[src/rtl/kmeans_regfile_apb.sv]
// APB register file for the k-means accelerator: centroids, run configuration,
// indirect sample-RAM writes and the go/busy/done handshake with the core.
module kmeans_regfile_apb #(
  parameter int ADDR_W   = 9,
  parameter int DATA_W   = 91,
  parameter int NUM_CENT = 8,
  parameter int IDX_W    = 4,
  parameter int MAN_W    = 16
) (
  input  logic              clk,
  input  logic              rst_n,
  input  logic              psel,
  input  logic              penable,
  input  logic              pwrite,
  input  logic [ADDR_W-1:0] paddr,
  input  logic [DATA_W-1:0] pwdata,
  output logic [DATA_W-1:0] prdata,
  output logic              pready,
  output logic              pslverr,
  input  logic [IDX_W-1:0]  core_idx,
  input  logic              core_we,
  input  logic [DATA_W-1:0] core_wdata,
  output logic [DATA_W-1:0] core_rdata,
  input  logic              core_done,
  output logic              go_core,
  output logic              irq,
  output logic              ram_cs_n,
  output logic              ram_we_n,
  output logic [ADDR_W-1:0] ram_addr_o,
  output logic [DATA_W-1:0] ram_wdata_o,
  output logic [ADDR_W-1:0] first_addr_o,
  output logic [ADDR_W-1:0] last_addr_o,
  output logic [MAN_W-1:0]  threshold_o
);

  typedef enum logic [1:0] {S_IDLE, S_SETUP, S_ACCESS} apb_state_t;

  apb_state_t        r_state;
  logic [DATA_W-1:0] r_prdata;
  logic              r_pready;
  logic              r_pslverr;

  logic              r_busy;
  logic              r_done;
  logic              r_irqEn;
  logic              r_autoinc;
  logic [ADDR_W-1:0] r_ramAddr;
  logic [DATA_W-1:0] r_ramData;
  logic [ADDR_W-1:0] r_first;
  logic [ADDR_W-1:0] r_last;
  logic [MAN_W-1:0]  r_thresh;
  logic [DATA_W-1:0] r_cent [NUM_CENT];
  logic [DATA_W-1:0] r_coreRdata;

  logic              r_ramPend;
  logic              r_ramCsN;
  logic [ADDR_W-1:0] r_ramAddrOut;
  logic [DATA_W-1:0] r_ramDataOut;

  logic              w_commit;
  logic              w_isStatus;
  logic              w_isCtrl;
  logic              w_isRamAddr;
  logic              w_isRamData;
  logic              w_isFirst;
  logic              w_isLast;
  logic              w_isThresh;
  logic              w_centHit;
  logic [3:0]        w_centIdx;
  logic              w_mapped;
  logic              w_locked;
  logic              w_err;
  logic              w_wrOk;
  logic [DATA_W-1:0] w_rdata;
  logic [DATA_W-1:0] w_coreRd;

  assign w_commit    = (r_state == S_SETUP) && psel && penable;
  assign w_isStatus  = (paddr == ADDR_W'(0));
  assign w_isCtrl    = (paddr == ADDR_W'(1));
  assign w_isRamAddr = (paddr == ADDR_W'(2));
  assign w_isRamData = (paddr == ADDR_W'(3));
  assign w_isFirst   = (paddr == ADDR_W'(4));
  assign w_isLast    = (paddr == ADDR_W'(5));
  assign w_isThresh  = (paddr == ADDR_W'(6));
  assign w_centHit   = (paddr >= ADDR_W'(16)) && (paddr < ADDR_W'(16 + NUM_CENT));
  assign w_centIdx   = paddr[3:0];

  // Everything the core consumes during a run is frozen against host writes.
  assign w_locked = w_isRamAddr | w_isRamData | w_isFirst | w_isLast | w_isThresh | w_centHit;
  assign w_err    = !w_mapped | (pwrite & ((w_isStatus & pwdata[0]) | (r_busy & w_locked)));
  assign w_wrOk   = w_commit & pwrite & !w_err;

  always_comb begin
    w_rdata  = '0;
    w_mapped = 1'b1;
    if (w_isStatus)       w_rdata = DATA_W'({r_done, r_busy});
    else if (w_isCtrl)    w_rdata = DATA_W'({r_autoinc, 1'b0, r_irqEn, r_busy});
    else if (w_isRamAddr) w_rdata = DATA_W'(r_ramAddr);
    else if (w_isRamData) w_rdata = r_ramData;
    else if (w_isFirst)   w_rdata = DATA_W'(r_first);
    else if (w_isLast)    w_rdata = DATA_W'(r_last);
    else if (w_isThresh)  w_rdata = DATA_W'(r_thresh);
    else if (w_centHit) begin
      for (int i = 0; i < NUM_CENT; i++) begin
        if (w_centIdx == 4'(i)) w_rdata = r_cent[i];
      end
    end else begin
      w_mapped = 1'b0;
    end
  end

  always_comb begin
    w_coreRd = '0;
    for (int i = 0; i < NUM_CENT; i++) begin
      if (r_busy && core_idx == IDX_W'(i)) w_coreRd = r_cent[i];
    end
  end

  always_ff @(posedge clk or negedge rst_n) begin
    if (!rst_n) begin
      r_state   <= S_IDLE;
      r_prdata  <= '0;
      r_pready  <= 1'b0;
      r_pslverr <= 1'b0;
    end else begin
      case (r_state)
        S_IDLE: begin
          if (psel && !penable) r_state <= S_SETUP;
        end
        S_SETUP: begin
          if (psel && penable) begin
            r_state   <= S_ACCESS;
            r_pready  <= 1'b1;
            r_pslverr <= w_err;
            r_prdata  <= pwrite ? '0 : w_rdata;
          end else if (!psel) begin
            r_state <= S_IDLE;
          end
        end
        S_ACCESS: begin
          r_state   <= S_IDLE;
          r_pready  <= 1'b0;
          r_pslverr <= 1'b0;
        end
        default: r_state <= S_IDLE;
      endcase
    end
  end

  // core_done is applied last so it overrides a same-cycle abort or W1C.
  always_ff @(posedge clk or negedge rst_n) begin
    if (!rst_n) begin
      r_busy <= 1'b0;
      r_done <= 1'b0;
    end else begin
      if (w_wrOk && w_isCtrl) begin
        if (pwdata[2]) begin
          r_busy <= 1'b0;
        end else if (pwdata[0] && !r_busy) begin
          r_busy <= 1'b1;
          r_done <= 1'b0;
        end
      end
      if (w_wrOk && w_isStatus && pwdata[1]) r_done <= 1'b0;
      if (r_busy && core_done) begin
        r_busy <= 1'b0;
        r_done <= 1'b1;
      end
    end
  end

  always_ff @(posedge clk or negedge rst_n) begin
    if (!rst_n) begin
      r_irqEn   <= 1'b0;
      r_autoinc <= 1'b0;
      r_ramAddr <= '0;
      r_ramData <= '0;
      r_first   <= '0;
      r_last    <= '0;
      r_thresh  <= '0;
      r_ramPend <= 1'b0;
    end else begin
      r_ramPend <= w_wrOk && w_isRamData;
      if (w_wrOk && w_isCtrl) begin
        r_irqEn   <= pwdata[1];
        r_autoinc <= pwdata[3];
      end
      if (w_wrOk && w_isRamAddr)       r_ramAddr <= pwdata[ADDR_W-1:0];
      else if (r_ramPend && r_autoinc) r_ramAddr <= r_ramAddr + 1'b1;
      if (w_wrOk && w_isRamData) r_ramData <= pwdata;
      if (w_wrOk && w_isFirst)   r_first   <= pwdata[ADDR_W-1:0];
      if (w_wrOk && w_isLast)    r_last    <= pwdata[ADDR_W-1:0];
      if (w_wrOk && w_isThresh)  r_thresh  <= pwdata[MAN_W-1:0];
    end
  end

  always_ff @(posedge clk or negedge rst_n) begin
    if (!rst_n) begin
      for (int i = 0; i < NUM_CENT; i++) r_cent[i] <= '0;
      r_coreRdata <= '0;
    end else begin
      r_coreRdata <= w_coreRd;
      for (int i = 0; i < NUM_CENT; i++) begin
        if (w_wrOk && w_centHit && w_centIdx == 4'(i)) r_cent[i] <= pwdata;
        else if (r_busy && core_we && core_idx == IDX_W'(i)) r_cent[i] <= core_wdata;
      end
    end
  end

  // One-cycle RAM write strobe, launched the cycle after the RAM_DATA acknowledge.
  always_ff @(posedge clk or negedge rst_n) begin
    if (!rst_n) begin
      r_ramCsN     <= 1'b1;
      r_ramAddrOut <= '0;
      r_ramDataOut <= '0;
    end else if (r_ramPend) begin
      r_ramCsN     <= 1'b0;
      r_ramAddrOut <= r_ramAddr;
      r_ramDataOut <= r_ramData;
    end else begin
      r_ramCsN     <= 1'b1;
      r_ramAddrOut <= '0;
      r_ramDataOut <= '0;
    end
  end

  assign prdata       = r_prdata;
  assign pready       = r_pready;
  assign pslverr      = r_pslverr;
  assign core_rdata   = r_coreRdata;
  assign go_core      = r_busy;
  assign irq          = r_done & r_irqEn;
  assign ram_cs_n     = r_ramCsN;
  assign ram_we_n     = r_ramCsN;
  assign ram_addr_o   = r_ramAddrOut;
  assign ram_wdata_o  = r_ramDataOut;
  assign first_addr_o = r_first;
  assign last_addr_o  = r_last;
  assign threshold_o  = r_thresh;

endmodule

[config.mk]
export PLATFORM = sky130hd
export DESIGN_NAME = kmeans_regfile_apb
export DESIGN_NICKNAME = d
export VERILOG_FILES = /design/src/rtl/kmeans_regfile_apb.sv
export SDC_FILE = /design/constraint.sdc
export NUM_CORES = 2
export LEC_CHECK = 0
export CAP_MARGIN = 20
export CORE_UTILIZATION = 45
export DETAILED_ROUTE_END_ITERATION = 8
export PLACE_DENSITY = 0.63
export SLEW_MARGIN = 20
export SYNTH_ARGS = -nofsm -noshare
export SYNTH_HDL_FRONTEND = slang
export SYNTH_SLANG_ARGS = --single-unit
[constraint.sdc]
create_clock -name clk -period 3.4 [get_ports clk]
set_input_delay 0.34 -clock clk [delete_from_list [all_inputs] [get_ports clk]]
set_output_delay 0.34 -clock clk [all_outputs]
set_load 0.02 [all_outputs]
==> summary.txt <==
Floorplanning
  • Die Wd: roughly 360 um
  • Chip Height: approximately 360 um
  • Row count: 130
  • Die area: around 130000 um2
  • CORE AREA: approximately 130000 um2
  • I/O pin cnt: ~520
  • Initial Util: 45.5%

Critical path
  • CP Launch Point: go_core$_DFFE_PN0P_
  • Critical Path RT: ~4.1 ns
  • Worst-path maximum fanout: a little under 50
  • WP data arrival: about 3.6 ns
  • Crit-path cells: and2_1, and2_4, buf_12, buf_4, a222oi_1, a41oi_1
  • CP top delay family: simple AND/OR/NAND/NOR gates
  • Worst R2R End: core_rdata[33]$_DFF_PN0_
  • Critical path endpoint: core_rdata[33]$_DFF_PN0_
  • Slowest-stage cell, CP: dfrtp_1
  • Crit end category: flop
  • Register-to-register path setup slack: about 0.50 ns
  • Setup CP Type: reg2reg
  • Critical path buffers and inverters: 2
  • Type of element launching the critical path: flop
  • FF-to-FF path depth: 6
  • Crit. path cell count: 6
  • CP max stage delay: between 0.6 and 0.7 ns
  • Worst r2r src: go_core$_DFFE_PN0P_

Layout
  • Non-filler cells, final: between 7000 and 8000
  • Share of layout cells above drive strength 1: 11.2%
  • Fillers: between 10000 and 15000
  • NumNets Final: approximately 6200
  • Area grow syn2layout: 20.6%
  • Seq. cell area: 28900 um2
  • Area taken by multi-input logic gates: approximately 26000 um2

Status
  • Outcome: complete, no violations

Timing
  • Final Max Slew Viols: 0
  • Tmin final: a little under 3 ns
  • RSZ-0062 raised after global routing: false
  • Slew @ Worst Pin: 0.979 ns
  • Crit path setup slack, layout: between 0.4 and 0.5 ns
  • Slew HR: 34.6%
  • Clk_skew: between 0.03 and 0.04 ns
  • Worst hold slack: around 0.14 ns
  • Setup violators final: 0
  • Post-route setup TNS: 0 ns
  • Count of final hold-check violations: 0
  • Fmax: approximately 0.34 GHz
  • Tcrit/Tclk final: roughly 85%

Yosys
  • Largest cells by area after synthesis: dfrtp_1 (50%), nand2_1 (5.5%), clkbuf_1 (4.1%)
  • Cell variety after synth: 66
  • Synthesized area: 57300 um2
  • Syn Area/Cell: between 9 and 10 um2
  • Sequential area share after synthesis: about half
  • Mapped Nets: a little over 6000
  • Synth Instances: just under 6000
  • Synth top area share: between 50% and 60%
  • Yosys Warn Count: 0
  • Synth Flop Type: dfrtp_1
  • Share of synthesized registers carrying an async set or reset: between 90% and 100%
  • Post-synth EDFFs: 0
  • Synthesis-stage register bit count: between 1000 and 1500
  • Yosys top cell by area: dfrtp_1

Pwr
  • Pint: 23.1 mW
  • Register share of total power: approximately 46%
  • Combinational Power Share: between 5 and 6%
  • Clock Power Share: 48.6%
  • Max VDD drop: about 0.55 mV
  • PD cells: around 440 nW/um2
  • Sw Ratio: between 20% and 30%
  • Psw: 7.57 mW
  • Tot Pwr: 30.7 mW
  • Leakage power: about 32 nW

Route
  • Residual DRC: 0
  • Avg Vias per Cell: approximately 6.9
  • Drt pass-1 iters: 9
  • DRT Wirelength: 243 mm
  • WL per Instance: 31.3 um
  • Total number of vias: 53200
  • Post-DRT Antenna Nets: 0
  • Initial detailed-routing violation count: between 7000 and 8000

Clock network
  • TritonCTS Sinks: approximately 1200
  • TritonCTS Buffers: about 130
  • Worst-Skew Late Latency: 0.81 ns
  • Clk slew on worst S/H paths: roughly 0.060 ns
  • # Post-CTS Setup Buffers: 0
  • CTS root buffer: clkbuf_16
  • CTS tree: yes
  • Clk buf depth: 3
  • H-tree depth: 4

Global route
  • Total gr overflow: 0
  • Global router's overall resource usage: ~37%
  • First-pass GRT wire length: 357 mm
  • Antenna violations before repair: 31
  • Vias in the first global route: about 52000
  • Largest net degree at the start of global routing: 123

Flow run
  • Max cap viols: 0

Worst hold path
  • Type of the worst min-delay path: in2async

Placed design
  • Detailed Place HPWL: ~140 mm
  • Post-Place Worst Slack: 0.152 ns
  • Placer Congestion: around 0.89
  • Number of port buffers: 523
  • Placed Cells: about 7500
## Yosys cell counts, types with 79 or more instances
| cell type | n |
|---|---|
| dfrtp_1 | 1153 |
| nand2_1 | 847 |
| clkbuf_1 | 629 |
| nor2_1 | 580 |
| a31oi_1 | 303 |
| a22o_1 | 215 |
| a21o_1 | 212 |
| a22oi_1 | 162 |
| o21ai_0 | 153 |
| o221ai_1 | 143 |
| mux2_2 | 141 |
| nand3_1 | 138 |
| mux2i_1 | 123 |
| and2_1 | 115 |
| a21oi_1 | 114 |
| o22ai_1 | 103 |
| nor3_1 | 101 |
| mux4_2 | 82 |
| a222oi_1 | 79 |
| o31ai_1 | 79 |
## registers in the layout, indices dropped and copies added, names as in the netlist
signal	count
last_addr_o	9
go_core	1
ram_addr_o	9
r_cent	728
ram_wdata_o	91
r_done	1
r_ramPend	1
pready	1
pslverr	1
r_ramData	91
first_addr_o	9
prdata	91
r_irqEn	1
ram_cs_n	1
r_state	2
core_rdata	91
r_autoinc	1
threshold_o	16
r_ramAddr	9
## power groups by stage
stage               clock network [mW]  registers [mW]  logic, mW
floorplan                            0            14.2      0.793
detailed placement                   0            14.2       1.76
CTS                               15.0            14.0       1.77
finish                            14.9            14.0       1.79
global route                      15.6            14.0       1.91
global placement                     0            14.2       1.75
## worst register-to-register path, stage by stage, from the launching register on
cell and delay, ns:
dfrtp_1 0.69, and2_1 0.54, and2_4 0.28, buf_12 0.39
buf_4 0.37, a222oi_1 0.14, a41oi_1 0.38
## layout by cell type (no fill, tap or decap), types with 132 or more instances in the layout
master,Yosys,layout
clkbuf_16,0,133
a22o_1,215,215
mux2_2,141,141
o21ai_0,153,153
nor2_1,580,573
a31oi_1,303,303
dfrtp_1,1153,1152
a22oi_1,162,161
clkdlybuf4s50_1,0,519
o221ai_1,143,143
nand2_1,847,836
nand3_1,138,132
a21o_1,212,212
## worst min path at each step
stage                               endpoint    start  cells past startpoint  slack, ns
floorplan            core_rdata[0]$_DFF_PN0_    rst_n                      0       0.04
finish              ram_wdata_o[6]$_DFF_PN0_    rst_n                      2       0.14
global placement    ram_wdata_o[6]$_DFF_PN0_    rst_n                      1       0.33
detailed placement  ram_wdata_o[6]$_DFF_PN0_    rst_n                      1       0.33
CTS                   r_state[0]$_DFFE_PN0P_  penable                      2       0.10
global route        ram_wdata_o[6]$_DFF_PN0_    rst_n                      2       0.16
## layer usage
metal | wire, um | global-route usage [%]
met4 | 12400 | 19.3
met2 | 106000 | 54.8
met5 | 222 | 0
met1 | 92900 | 48.7
met3 | 30700 | 11.6
## per-stage QoR
step | area [um2] | util (%)
2_1_floorplan | 57300 | -
3_3_place_gp | 64500 | 51.3
3_5_place_dp | 64500 | 51.3
4_1_cts | 69000 | 54.8
5_1_grt | 69100 | 54.8
6_report | 69100 | 54.9
## logic make-up (layout without fill, tap and decap cells)
kind of cell | after synthesis | count (layout) | share of synthesized area (%)
XOR/XNOR | 8 | 8 | 0.122
other | 0 | 17 | 0
buffers and inverters | 734 | 963 | 4.88
AO/OA/AOI/OAI | 1769 | 1769 | 22.7
multiplexers | 356 | 356 | 8.41
AND/OR/NAND/NOR | 1842 | 1842 | 13.5
adder cells (fa/ha/maj) | 1 | 1 | 0.0218
flip-flops | 1154 | 1154 | 50.4
## area by class of cell
cell class,instances,share of cell area (%)
clock buffer,198,5.64
multi-input combinational,3976,37.5
tap,1650,2.99
clock inverter,41,0.866
timing repair buffer,709,11.0
antenna,17,0.0616
sequential,1154,41.8
inverter,15,0.0815
## what timing repair did
item | CTS | global route
resized for setup | 0 | 0
endpoints found under the hold margin | 103 | 0
hold buffers | 2 | 0
(Power assumes the default switching activity.)
